===== src/rtl/core_pkg.sv =====
// Shared definitions for the 16-bit RISC core: opcode map, instruction field
// positions, default widths and the fetch-stage state type.
package core_pkg;

  localparam int unsigned ADDR_W_DEF = 12;
  localparam int unsigned DATA_W_DEF = 16;
  localparam int unsigned OPC_HI     = 15;
  localparam int unsigned OPC_LO     = 12;
  localparam int unsigned JTGT_W     = 12;

  localparam logic [3:0] OP_NOP  = 4'h0;
  localparam logic [3:0] OP_ADD  = 4'h1;
  localparam logic [3:0] OP_SUB  = 4'h2;
  localparam logic [3:0] OP_AND  = 4'h3;
  localparam logic [3:0] OP_OR   = 4'h4;
  localparam logic [3:0] OP_XOR  = 4'h5;
  localparam logic [3:0] OP_SHL  = 4'h6;
  localparam logic [3:0] OP_SHR  = 4'h7;
  localparam logic [3:0] OP_LW   = 4'h8;
  localparam logic [3:0] OP_SW   = 4'h9;
  localparam logic [3:0] OP_JMP  = 4'hA;
  localparam logic [3:0] OP_JAL  = 4'hB;
  localparam logic [3:0] OP_BEQ  = 4'hC;
  localparam logic [3:0] OP_ADDI = 4'hD;
  localparam logic [3:0] OP_SLT  = 4'hE;
  localparam logic [3:0] OP_SGT  = 4'hF;

  typedef enum logic {
    FETCH = 1'b0,
    VALID = 1'b1
  } fetch_state_e;

endpackage


===== src/rtl/instr_fetch_unit.sv =====
// Fetch stage: owns the PC, runs the req/ack handshake with instruction memory
// and presents one instruction at a time to decode over valid/ready.
module instr_fetch_unit
  import core_pkg::*;
#(
  parameter int unsigned           ADDR_W   = ADDR_W_DEF,
  parameter int unsigned           DATA_W   = DATA_W_DEF,
  parameter logic [ADDR_W-1:0]     RESET_PC = '0
) (
  input  logic              clk,
  input  logic              rst,
  output logic              imem_req,
  output logic [ADDR_W-1:0] imem_addr,
  input  logic [DATA_W-1:0] imem_rdata,
  input  logic              imem_ack,
  output logic              instr_valid,
  input  logic              instr_ready,
  output logic [DATA_W-1:0] instr,
  output logic [3:0]        opcode,
  output logic [ADDR_W-1:0] instr_pc,
  output logic [ADDR_W-1:0] link_pc,
  input  logic              redirect_en,
  input  logic [ADDR_W-1:0] redirect_pc
);

  fetch_state_e      state;
  logic [ADDR_W-1:0] pc;
  logic              req_q;
  logic [ADDR_W-1:0] inc_src;
  logic [ADDR_W-1:0] pc_inc;

  // One incrementer: pc+1 is only needed in FETCH, instr_pc+1 only in VALID.
  assign inc_src = (state == VALID) ? instr_pc : pc;
  assign pc_inc  = inc_src + ADDR_W'(1);

  assign imem_req    = req_q;
  assign imem_addr   = pc;
  assign instr_valid = (state == VALID);
  assign opcode      = instr[OPC_HI:OPC_LO];
  assign link_pc     = pc_inc;

  always_ff @(posedge clk or posedge rst) begin
    if (rst) begin
      state    <= FETCH;
      pc       <= RESET_PC;
      instr    <= '0;
      instr_pc <= '0;
      req_q    <= 1'b0;
    end else begin
      case (state)
        FETCH: begin
          // An ack without our request outstanding is stale and dropped.
          if (!req_q) begin
            req_q <= 1'b1;
          end else if (imem_ack) begin
            instr    <= imem_rdata;
            instr_pc <= pc;
            pc       <= pc_inc;
            req_q    <= 1'b0;
            state    <= VALID;
          end
        end
        VALID: begin
          if (instr_ready) begin
            if (redirect_en) pc <= redirect_pc;
            req_q <= 1'b1;
            state <= FETCH;
          end
        end
        default: state <= FETCH;
      endcase
    end
  end

endmodule


===== config.mk =====
export PLATFORM = sky130hd
export DESIGN_NAME = instr_fetch_unit
export DESIGN_NICKNAME = d
export VERILOG_FILES = /design/src/rtl/core_pkg.sv /design/src/rtl/instr_fetch_unit.sv
export SDC_FILE = /design/constraint.sdc
export NUM_CORES = 1
export LEC_CHECK = 0
export CORE_MARGIN = 8
export CORE_UTILIZATION = 45
export CTS_CLUSTER_DIAMETER = 150
export CTS_CLUSTER_SIZE = 25
export DETAILED_ROUTE_END_ITERATION = 10
export DONT_BUFFER_PORTS = 1
export PLACE_DENSITY = 0.7
export SLEW_MARGIN = 20
export SYNTH_ARGS = -nofsm -noshare
export SYNTH_HDL_FRONTEND = slang
export SYNTH_SLANG_ARGS = --single-unit

===== constraint.sdc =====
create_clock -name clk -period 7.6 [get_ports clk]
set_input_delay 0.76 -clock clk [delete_from_list [all_inputs] [get_ports clk]]
set_output_delay 0.76 -clock clk [all_outputs]
set_load 0.01 [all_outputs]

# [Word-level counts from Yosys, hierarchy flattened]
# Index checks and enable logic that the tools add are counted.
[word_totals] reg_bits=42 in_bits=33 elab_cells=27
[classes] add_sub_neg=1 n_eq_ne=4 muxes=14 bitwise_logic=1 n_reduce_logical=2
[op_table] operator="$mux 12" count=5
[op_table] operator="$pmux 12 s2" count=1
[op_table] operator="$add 12x1->12 const B" count=1
[op_table] operator="$ne 2x2->1 const B" count=4
[op_table] operator="$mux 1" count=6
[op_table] operator="$pmux 1 s2" count=2
[op_table] operator="$reduce_and 4->1" count=1
[op_table] operator="$reduce_and 3->1" count=1
[op_table] operator="$not 1->1" count=1

# [Logic depth before layout (Yosys ltp)]
[depth] ltp_word=5 depth_mapped=11

# [Worst setup path after synthesis]
# Ideal clock, no wire load.
[synth_timing] path_type="flip-flop to output port" start="register state (netlist: instr_valid)" end="output link_pc[8]" arrival_time_ns=2.460 required_time_ns=6.840 setup_slack_ns=4.380 stages_incl_launch_ff=11 path_buffers=3 cell_sequence="dfrtp_1 -> buf_6 -> buf_2 -> buf_1 -> mux2i_1 -> inv_1 -> ha_1 -> inv_1 -> a211oi_1 -> nand3_1 -> xor2_1"
[synth_via] elab_chain_cells=2
[synth_rtl] element="start: declaration" line_no="instr_fetch_unit.sv:26" rtl="fetch_state_e state;"
[synth_rtl] element="start signal: assignment" line_no="instr_fetch_unit.sv:44" rtl="state <= FETCH;"
[synth_rtl] element="start signal: assignment" line_no="instr_fetch_unit.sv:60" rtl="state <= VALID;"
[synth_rtl] element="start signal: assignment" line_no="instr_fetch_unit.sv:67" rtl="state <= FETCH;"
[synth_rtl] element="$mux 12" line_no="instr_fetch_unit.sv:33" rtl="assign inc_src = (state == VALID) ? instr_pc : pc;"
[synth_rtl] element="$add 12x1->12" line_no="instr_fetch_unit.sv:34" rtl="assign pc_inc = inc_src + ADDR_W'(1);"
[synth_rtl] element="end: declaration" line_no="instr_fetch_unit.sv:21" rtl="output logic [ADDR_W-1:0] link_pc,"
# No other way between the ends.

# [Worst setup path in the final report]
[layout_timing] start="register state (netlist: instr_valid)" end="output link_pc[6]"
# Same word-level chain as after synthesis.

==> metrics <==
RePlAce Congestion 0.832; Final Max Tran Viols 0; total routed wirelength 5.48 mm; GRT Total Usage 15.0%; Antenna Violating Nets Remaining 0; flops & latches, synth 42; yosys warns 0; TritonCTS clock tree yes; Post-CTS Setup Bufs 0; fmax 273 MHz; Setup Viol. Count Final 0; Pwr Density 456 mW/mm2; Cells after Synth 253; Starting Density 46.4%; 1st-iter DRT viols 92; Reg clk slew, reported paths 0.08 ns; CTS Hold Buffers Added 0; clk buf depth 2; EDFF count, synth 0; Layout area overhead 5.41%; Hold WC Path Type input port to asynchronous set/reset pin; std cell rows 25; layout cells sized above 1 6.05%; Top cell by count, worst path inv_1; Worst Max-Slew Pin Slew 0.863 ns; syn avg cell area 8.60 um2; Clock H-tree levels 2; vias in the first global route 1,604; register area share after synthesis 48.3%; Top delay family on crit path buffers and inverters; max_slew headroom 42.4%; crit path kind flop to output pin; Yosys cell types 35; worst skew pair latency 0.30 ns; DP HPWL 3.98 mm; leak pwr 1.10 nW; Congestion Overflow GR 0; crit path launch type flop; count of TritonRoute iterations in the first routing pass 4; Setup WS post-layout 3.93 ns; die area 0.00732 mm2; Synth area leaders dfrtp_1, nand2_1, mux2i_1; Crit-path slowest cell dfrtp_1; Syn Nets 287; WL/cell 18.1 um; maxcap violations 0; synthesized area 0.00218 mm2; first-pass GRT wire length 8.54 mm; Max stage delay on crit path 0.48 ns; RSZ-0062 raised after global routing no; clk sink count 42; Synth top area share 48.3%; chip width 85.5 um; main flop type after synthesis dfrtp_1; initial antenna violation count 0; pre-CTS WS 4.26 ns; status completed; post-CTS resize count 0; Final period util 48.3%; Max FO, Critical Path 35; Critical Path Sink Type output pin; TNS Setup 0 ns; pin count of the biggest net entering global routing 43; final hold vios 0; Vias per Instance 5.47; vias 1,652; Core ar. 0.00469 mm2; drt drc 0; share of async-settable or async-resettable flops after synthesis 100%; Ant. Diodes 0; CTS Buf Count 5; clk_skew 0.00497 ns; fin nets 281; CTS root buf clkbuf_8; Yosys top cell by area dfrtp_1; port buffer count 0; WP data arrival 2.91 ns; io pins 91; crit path time final 3.67 ns; Peak supply drop 0.000238 V; worst endpoint required time 6.84 ns; CP cell instances buf_4 > mux2i_1 > inv_1 > ha_1 > inv_1 > a211oi_1 > nor2b_1 > xnor2_1; CP bufs+invs 3; chip height 85.5 um
[per-layer routing]
layer | share of wire (%) | global-route usage [%] | vias to the layer above
met5 | 0 | 0 | -
met4 | 0.95 | 3.82 | 0
met3 | 14 | 8.12 | 7
met2 | 44 | 23.0 | 81
met1 | 41 | 17.9 | 742
li1 | - | - | 822
[layout make-up]
cell class	count	area, um2
clock buffer	6	72.6
clock inverter	2	37.5
fill	454	2400
inverter	5	18.8
multi-input combinational	190	1020
sequential	42	1050
tap	54	67.6
timing repair buffer	3	22.5
[synth_stat cells (2+ instances only)]
cell type,n
a211oi_1,2
mux2i_1,13
buf_2,2
buf_4,4
nor2_1,14
clkbuf_1,5
nand3_1,12
nand2_1,92
a21oi_1,3
o21a_1,2
inv_1,5
xnor2_1,5
xor2_1,7
nor2b_1,2
nor3_1,2
mux2_2,3
nand4_1,2
o21ai_0,9
buf_1,4
o22ai_1,4
nand4b_1,2
a31oi_1,3
dfrtp_1,42
nand3b_1,3
[state kept, by name, summed over array words and instances, names as in the netlist]
signal	count
imem_req	1
instr_valid	1
instr	16
imem_addr	12
instr_pc	12
[report_power, final]
part	switching [mW]	internal [mW]
combinational	0.222	0.138
clock	0.0760	0.0979
sequential	0.187	0.326
total	0.485	0.561
[final timing paths]
check / from / depth (start not counted) / end / slack (ns)
max reg2reg: instr_valid$_DFF_PP0_ / 9 / imem_addr[6]$_DFFE_PP0P_ / 4.88
min in group clk: instr[0]$_DFFE_PP0P_ / 2 / instr[0]$_DFFE_PP0P_ / 0.56
max: instr_valid$_DFF_PP0_ / 8 / link_pc[6] / 3.93
max in group asynchronous: rst / 2 / imem_addr[1]$_DFFE_PP0P_ / 6.76
min reg2reg: instr[0]$_DFFE_PP0P_ / 2 / instr[0]$_DFFE_PP0P_ / 0.56
min: rst / 2 / instr_pc[10]$_DFFE_PP0P_ / 0.47
[placed cells by master (no fill, tap or decap), drive strengths merged]
| master | instances |
|---|---|
| nand3b | 3 |
| nor3 | 2 |
| clkbuf | 6 |
| a31oi | 3 |
| nand4b | 2 |
| nand2 | 92 |
| mux2 | 3 |
| nand4 | 2 |
| nand2b | 1 |
| a311o | 1 |
| a221oi | 1 |
| o22ai | 4 |
| ha | 1 |
| nor2 | 14 |
| or4 | 1 |
| clkinv | 1 |
| mux2i | 13 |
| bufinv | 1 |
| a22oi | 1 |
| xnor2 | 5 |
| clkinvlp | 1 |
| a222oi | 1 |
| o21ai | 9 |
| and2 | 1 |
| or2 | 1 |
| a21oi | 3 |
| inv | 4 |
| xor2 | 7 |
| nand3 | 12 |
| a211oi | 2 |
| dfrtp | 42 |
| o21a | 2 |
| buf | 3 |
| o311a | 1 |
| nor2b | 2 |
[logic make-up (layout without fill, tap and decap cells)]
family          Yosys count  count (layout)  synth area share (%)
buf+inv                  21              16                  4.77
compound gates           28              28                  8.28
simple gates            133             133                  25.7
mux                      16              16                  7.53
fa+ha+maj                 1               1                 0.575
xor+xnor                 12              12                  4.83
flops                    42              42                  48.3
[stage by stage]
stage          hold WS [ns]  util, %  total power [mW]  area [um2]  cells
2_1_floorplan         0.514        -             0.797        2180    253
3_3_place_gp          0.542     46.5             0.878        2180    294
3_5_place_dp          0.544     46.5             0.884        2180    294
4_1_cts               0.482     48.9              1.06        2290    302
5_1_grt               0.495     48.9              1.13        2290    302
6_report              0.470     48.9              1.05        2290    302
Power figures use the tool's default switching activity.
